<file path="src/rtl/counter_pkg.sv">
// Shared types and defaults for the counter library.
// Holds the down-counter timer state encoding and its default width.
package counter_pkg;

   localparam int DCT_WIDTH = 4;

   typedef enum logic {
      IDLE = 1'b0,
      RUN  = 1'b1
   } dct_state_t;

endpackage

</file>
<file path="src/rtl/down_count_reg.sv">
// WIDTH-bit down-count register: async clear, synchronous load, decrement-enable.
// Load has priority over decrement; decrement saturates at zero so it never wraps.
module down_count_reg #(
   parameter int WIDTH = counter_pkg::DCT_WIDTH
) (
   input  logic             clk,
   input  logic             rst,
   input  logic             ld,
   input  logic [WIDTH-1:0] ld_val,
   input  logic             dec,
   output logic [WIDTH-1:0] count,
   output logic             is_one
);

   always_ff @(posedge clk or posedge rst) begin
      if (rst) begin
         count <= '0;
      end else if (ld) begin
         count <= ld_val;
      end else if (dec && (count != '0)) begin
         count <= count - WIDTH'(1);
      end
   end

   assign is_one = (count == WIDTH'(1));

endmodule

</file>
<file path="src/rtl/down_count_timer.sv">
// Loadable down-counter/timer with one-shot and auto-reload modes.
// Per-cycle command priority is load > stop > start > tick; done is a registered one-cycle pulse.
module down_count_timer
   import counter_pkg::*;
#(
   parameter int WIDTH = DCT_WIDTH
) (
   input  logic             clk,
   input  logic             rst,
   input  logic             load,
   input  logic [WIDTH-1:0] load_val,
   input  logic             start,
   input  logic             stop,
   input  logic             en,
   input  logic             auto_reload,
   output logic [WIDTH-1:0] count,
   output logic             zero,
   output logic             busy,
   output logic             done
);

   dct_state_t       state, state_n;
   logic [WIDTH-1:0] reload_reg, reload_n;
   logic             done_n;
   logic             cnt_ld;
   logic [WIDTH-1:0] cnt_ld_val;
   logic             cnt_dec;
   logic             cnt_is_one;

   down_count_reg #(.WIDTH(WIDTH)) u_cnt (
      .clk    (clk),
      .rst    (rst),
      .ld     (cnt_ld),
      .ld_val (cnt_ld_val),
      .dec    (cnt_dec),
      .count  (count),
      .is_one (cnt_is_one)
   );

   always_ff @(posedge clk or posedge rst) begin
      if (rst) begin
         state      <= IDLE;
         reload_reg <= '0;
         done       <= 1'b0;
      end else begin
         state      <= state_n;
         reload_reg <= reload_n;
         done       <= done_n;
      end
   end

   always_comb begin
      state_n    = state;
      reload_n   = reload_reg;
      done_n     = 1'b0;
      cnt_ld     = 1'b0;
      cnt_ld_val = load_val;
      cnt_dec    = 1'b0;
      if (load) begin
         cnt_ld   = 1'b1;
         reload_n = load_val;
         state_n  = IDLE;
      end else if (stop) begin
         // stop masks a concurrent start; in IDLE it simply has no effect
         state_n = IDLE;
      end else if (state == IDLE) begin
         if (start) begin
            if (count != '0) state_n = RUN;
            else             done_n  = 1'b1;
         end
      end else if (en) begin
         if (cnt_is_one) begin
            done_n = 1'b1;
            if (auto_reload) begin
               cnt_ld     = 1'b1;
               cnt_ld_val = reload_reg;
            end else begin
               cnt_dec = 1'b1;
               state_n = IDLE;
            end
         end else begin
            cnt_dec = 1'b1;
         end
      end
   end

   assign zero = (count == '0);
   assign busy = (state == RUN);

endmodule

</file>
<file path="config.mk">
export PLATFORM = sky130hd
export DESIGN_NAME = down_count_timer
export DESIGN_NICKNAME = d
export VERILOG_FILES = /design/src/rtl/counter_pkg.sv /design/src/rtl/down_count_reg.sv /design/src/rtl/down_count_timer.sv
export SDC_FILE = /design/constraint.sdc
export NUM_CORES = 1
export LEC_CHECK = 0
export BUFFER_PORTS_ARGS = -buffer_cell sky130_fd_sc_hd__buf_2
export CAP_MARGIN = 10
export CORE_AREA = 2 2 39 41
export DETAILED_ROUTE_END_ITERATION = 7
export DIE_AREA = 0 0 41 43
export GPL_TIMING_DRIVEN = 0
export PLACE_DENSITY_LB_ADDON = 0.08
export SLEW_MARGIN = 40
export SYNTH_ARGS = -nofsm -noshare
export SYNTH_HDL_FRONTEND = slang
export SYNTH_SLANG_ARGS = --single-unit
</file>
<file path="constraint.sdc">
create_clock -name clk -period 3.8 [get_ports clk]
set_clock_uncertainty 0.15 [all_clocks]
set_input_delay 0.95 -clock clk [delete_from_list [all_inputs] [get_ports clk]]
set_output_delay 0.95 -clock clk [all_outputs]
set_load 0.01 [all_outputs]
</file>
-- Word-level counts from Yosys, hierarchy flattened
Cells that the tools add are included.
W data, S select, Z words.
- $add $sub $neg: 1
- multiply operators: 0
- divide/modulo/power cells: 0
- magnitude comparators: 0
- eq/ne operators: 1
- shifts and indexed selects: 0
- multiplexer cells: 34
- bitwise operators: 0
- reductions and logical operators: 4
- operator list (cell ; count):
    $mux W4 ; 8
    $mux W1 ; 26
    $eq A4 B1 Y1 const B ; 1
    $logic_not A4 Y1 ; 1
    $reduce_bool A4 Y1 ; 1
    $sub A4 B1 Y4 const B ; 1
    $reduce_bool A2 Y1 ; 1
    $logic_and A1 B1 Y1 ; 1
- bits in registers: 10
- latch bits: 0
- bits in writable memories: 0
- bits in read-only memories: 0
- output and inout bits: 7
- logic and storage cells: 44
- memories: 0

-- Depth between registers and ports, before layout
Gate-level depths: netlist of the first run.
- word-level depth: 9
- depth in mapped cells: 6

-- Modules after synthesis
From an unflattened synthesis of the first run, not the netlist that was laid out.
- cells, all modules: 58
- area, all modules: 646.9 sq um
- by module, submodules not included (module ; instances ; cells each ; area an instance (sq um)):
    down_count_timer ; 1 ; 28 ; 360.3
    down_count_reg ; 1 ; 30 ; 286.5

-- Least setup slack after synthesis of the first run
Ideal clock, no wire load.
- kind: input to register
- from: in load
- to: reg reload_reg[0]
- arrival time: 1.812 ns
- required time: 3.522 ns
- slack: 1.711 ns
- stages: 3
- path through: clkbuf_1 clkbuf_1 mux2_1
- RTL lines (element ; RTL line ; text):
    start, declared ; down_count_timer.sv:10 ; input logic load,
    end signal, assigned ; down_count_timer.sv:47 ; reload_reg <= reload_n;
    end, declared ; down_count_timer.sv:23 ; logic [WIDTH-1:0] reload_reg, reload_n;
No word-level cell between the ends.

-- Worst setup path in the final report of the first run
- from: reg u_cnt.count[0]
- to: out zero
- word-level cells in the longest chain between the ends: 1
- RTL lines (element ; RTL line ; text):
    start, declared ; down_count_reg.sv:11 ; output logic [WIDTH-1:0] count,
    start signal, assigned ; down_count_reg.sv:19 ; count <= ld_val;
    start signal, assigned ; down_count_reg.sv:21 ; count <= count - WIDTH'(1);
    $logic_not A4 Y1 ; down_count_timer.sv:87 ; assign zero = (count == '0);
    end, declared ; down_count_timer.sv:17 ; output logic zero,
No other way between the ends.

==> qor.yml, run 1 <==
status:
  status: "finished, final reports clean"
critical_path:
  startpoint: "u_cnt.count[0]"
  cpPeakStageDelay_ns: 0.43
  worst_ep_arrival_time_ns: 1.30
  cp_cell_sequence: "inv_1 -> ha_1 -> nand2_1 -> inv_2 -> buf_2"
  crit_path_start_kind: "flop"
  cpMaxStageDelayCell: "dfrtp_1"
  reg2reg_from: "u_cnt.count[1]"
  critPathKind: "reg2out"
  crit_cells: 5
  ff2ff_path_depth: 6
  critPathTopFamily: "flip-flops"
  cp_num_buf_inv: 3
  required_ns: 2.70
  cp_max_fo: 6
  end_kind: "primary output"
global_routing:
  antenna_found_initial: 0
  grt_pass1_wl_um: 2350
  grt_max_degree: 11
  overflow: 0
  track_usage: 0.199
  grt_pass1_vias: 537
drt:
  post_drt_wl_per_cell_um: 13.7
  drt-pass1-iter-count: 5
  wl_um: 1390
  dr.first_iter.drc_count: 12
  via_per_inst: 5.57
  vias: 563
  drtAntennaViolNets: 0
  drc: 0
sta:
  drv_slew: 0
  hold_ws_ns: 0.350
  rsz0062_at_grt: "false"
  layout_min_cycle_time_ns: 2.40
  relSlewSlack: 0.710
  layout_setup_ws_ns: 1.40
  tns_ns: 0
  fmax_ghz: 0.416
  finalSetupViolations: 0
  post-route-period-util: 0.633
  worst_pin_slew_ns: 0.435
  finalHoldViolations: 0
synth:
  synth-edff-count: 0
  synth_area_leaders: "dfrtp_1 (40%), ha_1 (6.0%), inv_1 (3.6%), mux2_1 (3.6%), nor3_1 (3.2%)"
  synth_fp_nets: 80
  async_reset_ff_frac: 1.00
  synth_cells: 66
  synthMuxAreaShare: 0.0360
  synth_flop_cell: "dfrtp_1"
  synth_compound_area_frac: 0.196
  synth_fa_ha_area_frac: 0.0600
  syn_avg_cell_area_um2: 9.48
  netlist_area_um2: 626
  synth-seq-cells: 10
  synth.distinct_cells: 34
  synth_top_area_cell: "dfrtp_1"
  synth_top_area_share: 0.400
  synth_xor_area_frac: 0.0140
  synth_top_family_by_area: "simple AND/OR/NAND/NOR gates"
  synthSimpleGateAreaFrac: 0.240
  yosys_warnings: 0
  yosysSeqAreaShare: 0.400
final_layout:
  antenna_cells: 0
  fin_cells: 101
  layout-drive-gt1-share: 0.271
  final_cell_mix: "buf_2 (16), dfrtp_1 (10), inv_1 (6)"
  final_nets: 101
  final_common_cell: "buf_2"
  finish.utilization: 0.541
  syn_to_final_growth_pct: 19.6
die:
  ios: 18
  rows: 14
  start_util: 0.452
  die_h_um: 43
  die_w_um: 41
  die-area_um2: 1760
  core_area_um2: 1380
min_path:
  hold_class: "reg2reg"
  whs_path_depth: 1
  worstHoldStart: "reload_reg[2]"
power_and_ir_drop:
  ir_drop_mv: 0.283
  p_per_area_nw_per_um2: 377
  power.leakage_nw: 0.356
job:
  cap_violations: 0
clock_network:
  clockBufferDepth: 2
  cts_tree: "done"
  clock_latency_ns: 0.26
  ctsResizeCount: 0
  cts_hold_buf: 0
  numCtsBuffers: 3
  htreeDepth: 1
  clkTransAtPathRegs_ns: 0.06
  clkSinkCount: 10
  post_cts.repair.setup_buffers: 0
  ctsRootBufferMaster: "clkbuf_4"
placed_design:
  pre_cts_slack_ns: 1.53
  hpwl_um: 1080
  place_inst: 98
  gp_congestion: 0.808
  port_buffers: 16
-- through the flow --
stage,area [um^2],power [mW]
6_report,748,0.282
4_1_cts,748,0.285
3_5_place_dp,726,0.213
2_1_floorplan,626,0.184
5_1_grt,748,0.302
3_3_place_gp,726,0.211
-- synthesized netlist by cell type (2+ instances only) --
cell and instances:
a21oi_1 3, a31oi_1 2, clkbuf_1 2, dfrtp_1 10
ha_1 3, inv_1 6, mux2_1 2, nand2_1 3
nand3_1 2, nand3b_1 2, nor2_1 5, nor3_1 4
-- logic make-up after synthesis --
family | count (synthesis)
xor+xnor | 1
flops | 10
fa+ha+maj | 3
simple gates | 25
compound gates | 16
mux | 2
buf+inv | 9
-- layer usage --
layer | GRT usage | share of wire | vias to the layer above
li1 | - | - | 281
met1 | 0.272 | 0.44 | 262
met2 | 0.281 | 0.49 | 16
met3 | 0.0471 | 0.055 | 4
met4 | 0.100 | 0.014 | 0
met5 | 0 | 0 | -
-- worst paths after layout --
kind                                   to  slack [ns]
hold / removal              reload_reg[2]        0.35
min in group asynchronous  u_cnt.count[2]        0.52
setup / recovery                     zero        1.40
max in group asynchronous  u_cnt.count[1]        2.69
setup reg to reg           u_cnt.count[0]        1.94
hold reg to reg             reload_reg[2]        0.35
-- layout make-up --
type | count | area, um^2
sequential | 10 | 250
tap | 16 | 20.0
buffer | 2 | 7.51
clock buffer | 3 | 22.5
inverter | 7 | 26.3
multi-input combinational | 47 | 342
timing repair buffer | 16 | 80.1
fill | 130 | 636
-- worst reg2reg max path: stages, from the launching register on --
cell and delay [ns]:
dfrtp_1 0.42, inv_1 0.12, ha_1 0.22, nand4bb_2 0.15
a31oi_2 0.35, nor3_1 0.11, a311oi_2 0.25
-- where the power goes --
group          internal, mW  switching [mW]  total [mW]
sequential            0.119          0.0141       0.133
clock                0.0366          0.0352      0.0718
combinational        0.0359          0.0419      0.0778
total                 0.191          0.0913       0.282
Note: power is estimated with default switching activity, not from simulation.
==> run 2: changes to the inputs <==
- CORE_AREA: 2 2 39 41 -> not set
- CORE_UTILIZATION: not set -> 44
- DIE_AREA: 0 0 41 43 -> not set
- clock period: 3.8 -> 1.95 ns (I/O delays scaled with it)
==> run 2 against run 1 <==
  * Count of clock-buffer cells in the layout up 1
  * First-iteration DRC count up 75%
  * Core utilization rose by 6.0 points
  * Worst hold slack worse by 0.31 ns
  * Non-clock buffer count is 2 higher
  * Routed wire length fell by 0.29%
  * Sequential power is 92% higher
  * Sequential share of layout area fell by 1.7 points
  * Critical path depth increased by 1
  * Flip-flop and latch count unchanged
  * Final cell count increased by 2.0%
  * Critical path type is now reg2reg
  * Highest routed layer unchanged
==> qor.yml, run 2 (synthesis results as in run 1) <==
clock_network:
  cts_hold_buf: 0
  ctsRootBufferMaster: "clkbuf_4"
  numCtsBuffers: 3
  clock_latency_ns: 0.27
  htreeDepth: 1
  clkTransAtPathRegs_ns: 0.07
  clockBufferDepth: 2
  cts_tree: "done"
  clkSinkCount: 10
sta:
  post-route-period-util: 0.961
  drv_slew: 0
  relSlewSlack: 0.683
  finalHoldViolations: 0
  layout_setup_ws_ns: 0.0759
  tns_ns: 0
  rsz0062_at_grt: "false"
  fmax_ghz: 0.534
  finalSetupViolations: 0
  worst_pin_slew_ns: 0.475
  layout_min_cycle_time_ns: 1.87
global_routing:
  grt_pass1_wl_um: 2030
  grt_max_degree: 11
  grt_pass1_vias: 467
  track_usage: 0.210
  overflow: 0
  antenna_found_initial: 0
final_layout:
  final_nets: 103
  layout-drive-gt1-share: 0.341
  antenna_cells: 0
  finalInstanceArea_um2: 792
  final_cell_mix: "buf_2 (16), dfrtp_1 (9), inv_1 (5)"
  final_common_cell: "buf_2"
  syn_to_final_growth_pct: 26.6
  fillers: 108
  seq_area_um2: 251
  multi_input_area_um2: 357
critical_path:
  worst_ep_arrival_time_ns: 1.91
  timing.rr.end: "u_cnt.count[0]"
  startpoint: "u_cnt.count[0]"
  cp_max_fo: 6
  crit_path_end: "u_cnt.count[0]"
  required_ns: 1.98
  critPathKind: "reg2reg"
  crit_path_start_kind: "flop"
  reg2reg_slack_ns: 0.08
  ff2ff_path_depth: 6
  reg2reg_from: "u_cnt.count[0]"
  end_kind: "flop"
power_and_ir_drop:
  p_per_area_nw_per_um2: 780
  ir_drop_mv: 0.570
  power.leakage_nw: 0.370
die:
  die-area_um2: 1580
  ios: 18
  die_w_um: 39.7
  core_area_um2: 1320
  rows: 13
  die_h_um: 39.7
  start_util: 0.475
drt:
  wl_met1_um: 629
  routed-wl-met3_um: 92
  top_layer: "met4"
  post_drt_wl_per_cell_um: 13.4
  wl_um: 1380
  dr.first_iter.drc_count: 21
  drt-pass1-iter-count: 4
  drc: 0
  via_per_inst: 5.57
  drtAntennaViolNets: 0
  vias: 574
  wl_met2_um: 622
placed_design:
  gp_congestion: 0.831
  pre_cts_slack_ns: 0.125
  port_buffers: 16
  hpwl_um: 978
  placed_area_um2: 724
job:
  cap_violations: 0
min_path:
  hold_class: "in2async"
status:
  status: "finished, final reports clean"
## run 2: metrics by stage
step	util	cells	power, mW	hold slack (ns)
after floorplan	-	66	0.358	0.178
after global placement	0.550	97	0.408	0.330
after detailed placement	0.550	97	0.409	0.338
after CTS	0.590	103	0.613	0.0445
after global routing	0.601	103	0.653	0.0667
final	0.601	103	0.618	0.0360
## run 2: worst min path at each step
stage | to | depth (start not counted) | from | slack, ns
2_1_floorplan | busy | 1 | rst | 0.18
5_1_grt | reload_reg[1] | 2 | rst | 0.07
3_5_place_dp | reload_reg[1] | 2 | rst | 0.34
6_report | done | 2 | rst | 0.04
3_3_place_gp | reload_reg[2] | 1 | reload_reg[2] | 0.33
4_1_cts | reload_reg[1] | 2 | rst | 0.04
## run 2: critical path: stages (launching register included)
cell and delay (ns):
dfrtp_2 0.40, buf_4 0.13, ha_1 0.23, nand4bb_2 0.12, a31oi_2 0.16, or3_1 0.35
a311oi_2 0.23
## run 2: layout make-up
type | instances | share of cell area
Buffer | 2 | 0.00948
Clock buffer | 4 | 0.0458
Inverter | 7 | 0.0332
Multi-Input combinational cell | 47 | 0.450
Sequential cell | 10 | 0.318
Tap cell | 15 | 0.0237
Timing Repair Buffer | 18 | 0.120
## run 2: what timing repair did
action	CTS	global route
hold endpoints to repair	0	0
buffers inserted	2	0
resized for setup	1	4
endpoints found under the setup margin	1	1
## run 2: power by group
group / leakage, nW / switching [mW] / internal [mW]
sequential: 0.120 / 0.0247 / 0.232
combinational: 0.229 / 0.0891 / 0.0810
clock: 0.0210 / 0.0777 / 0.114
## run 2: routing by layer
metal	track usage	vias up
met5	0	-
met4	0.129	0
met3	0.0852	5
met2	0.307	18
met1	0.251	264
li1	-	287
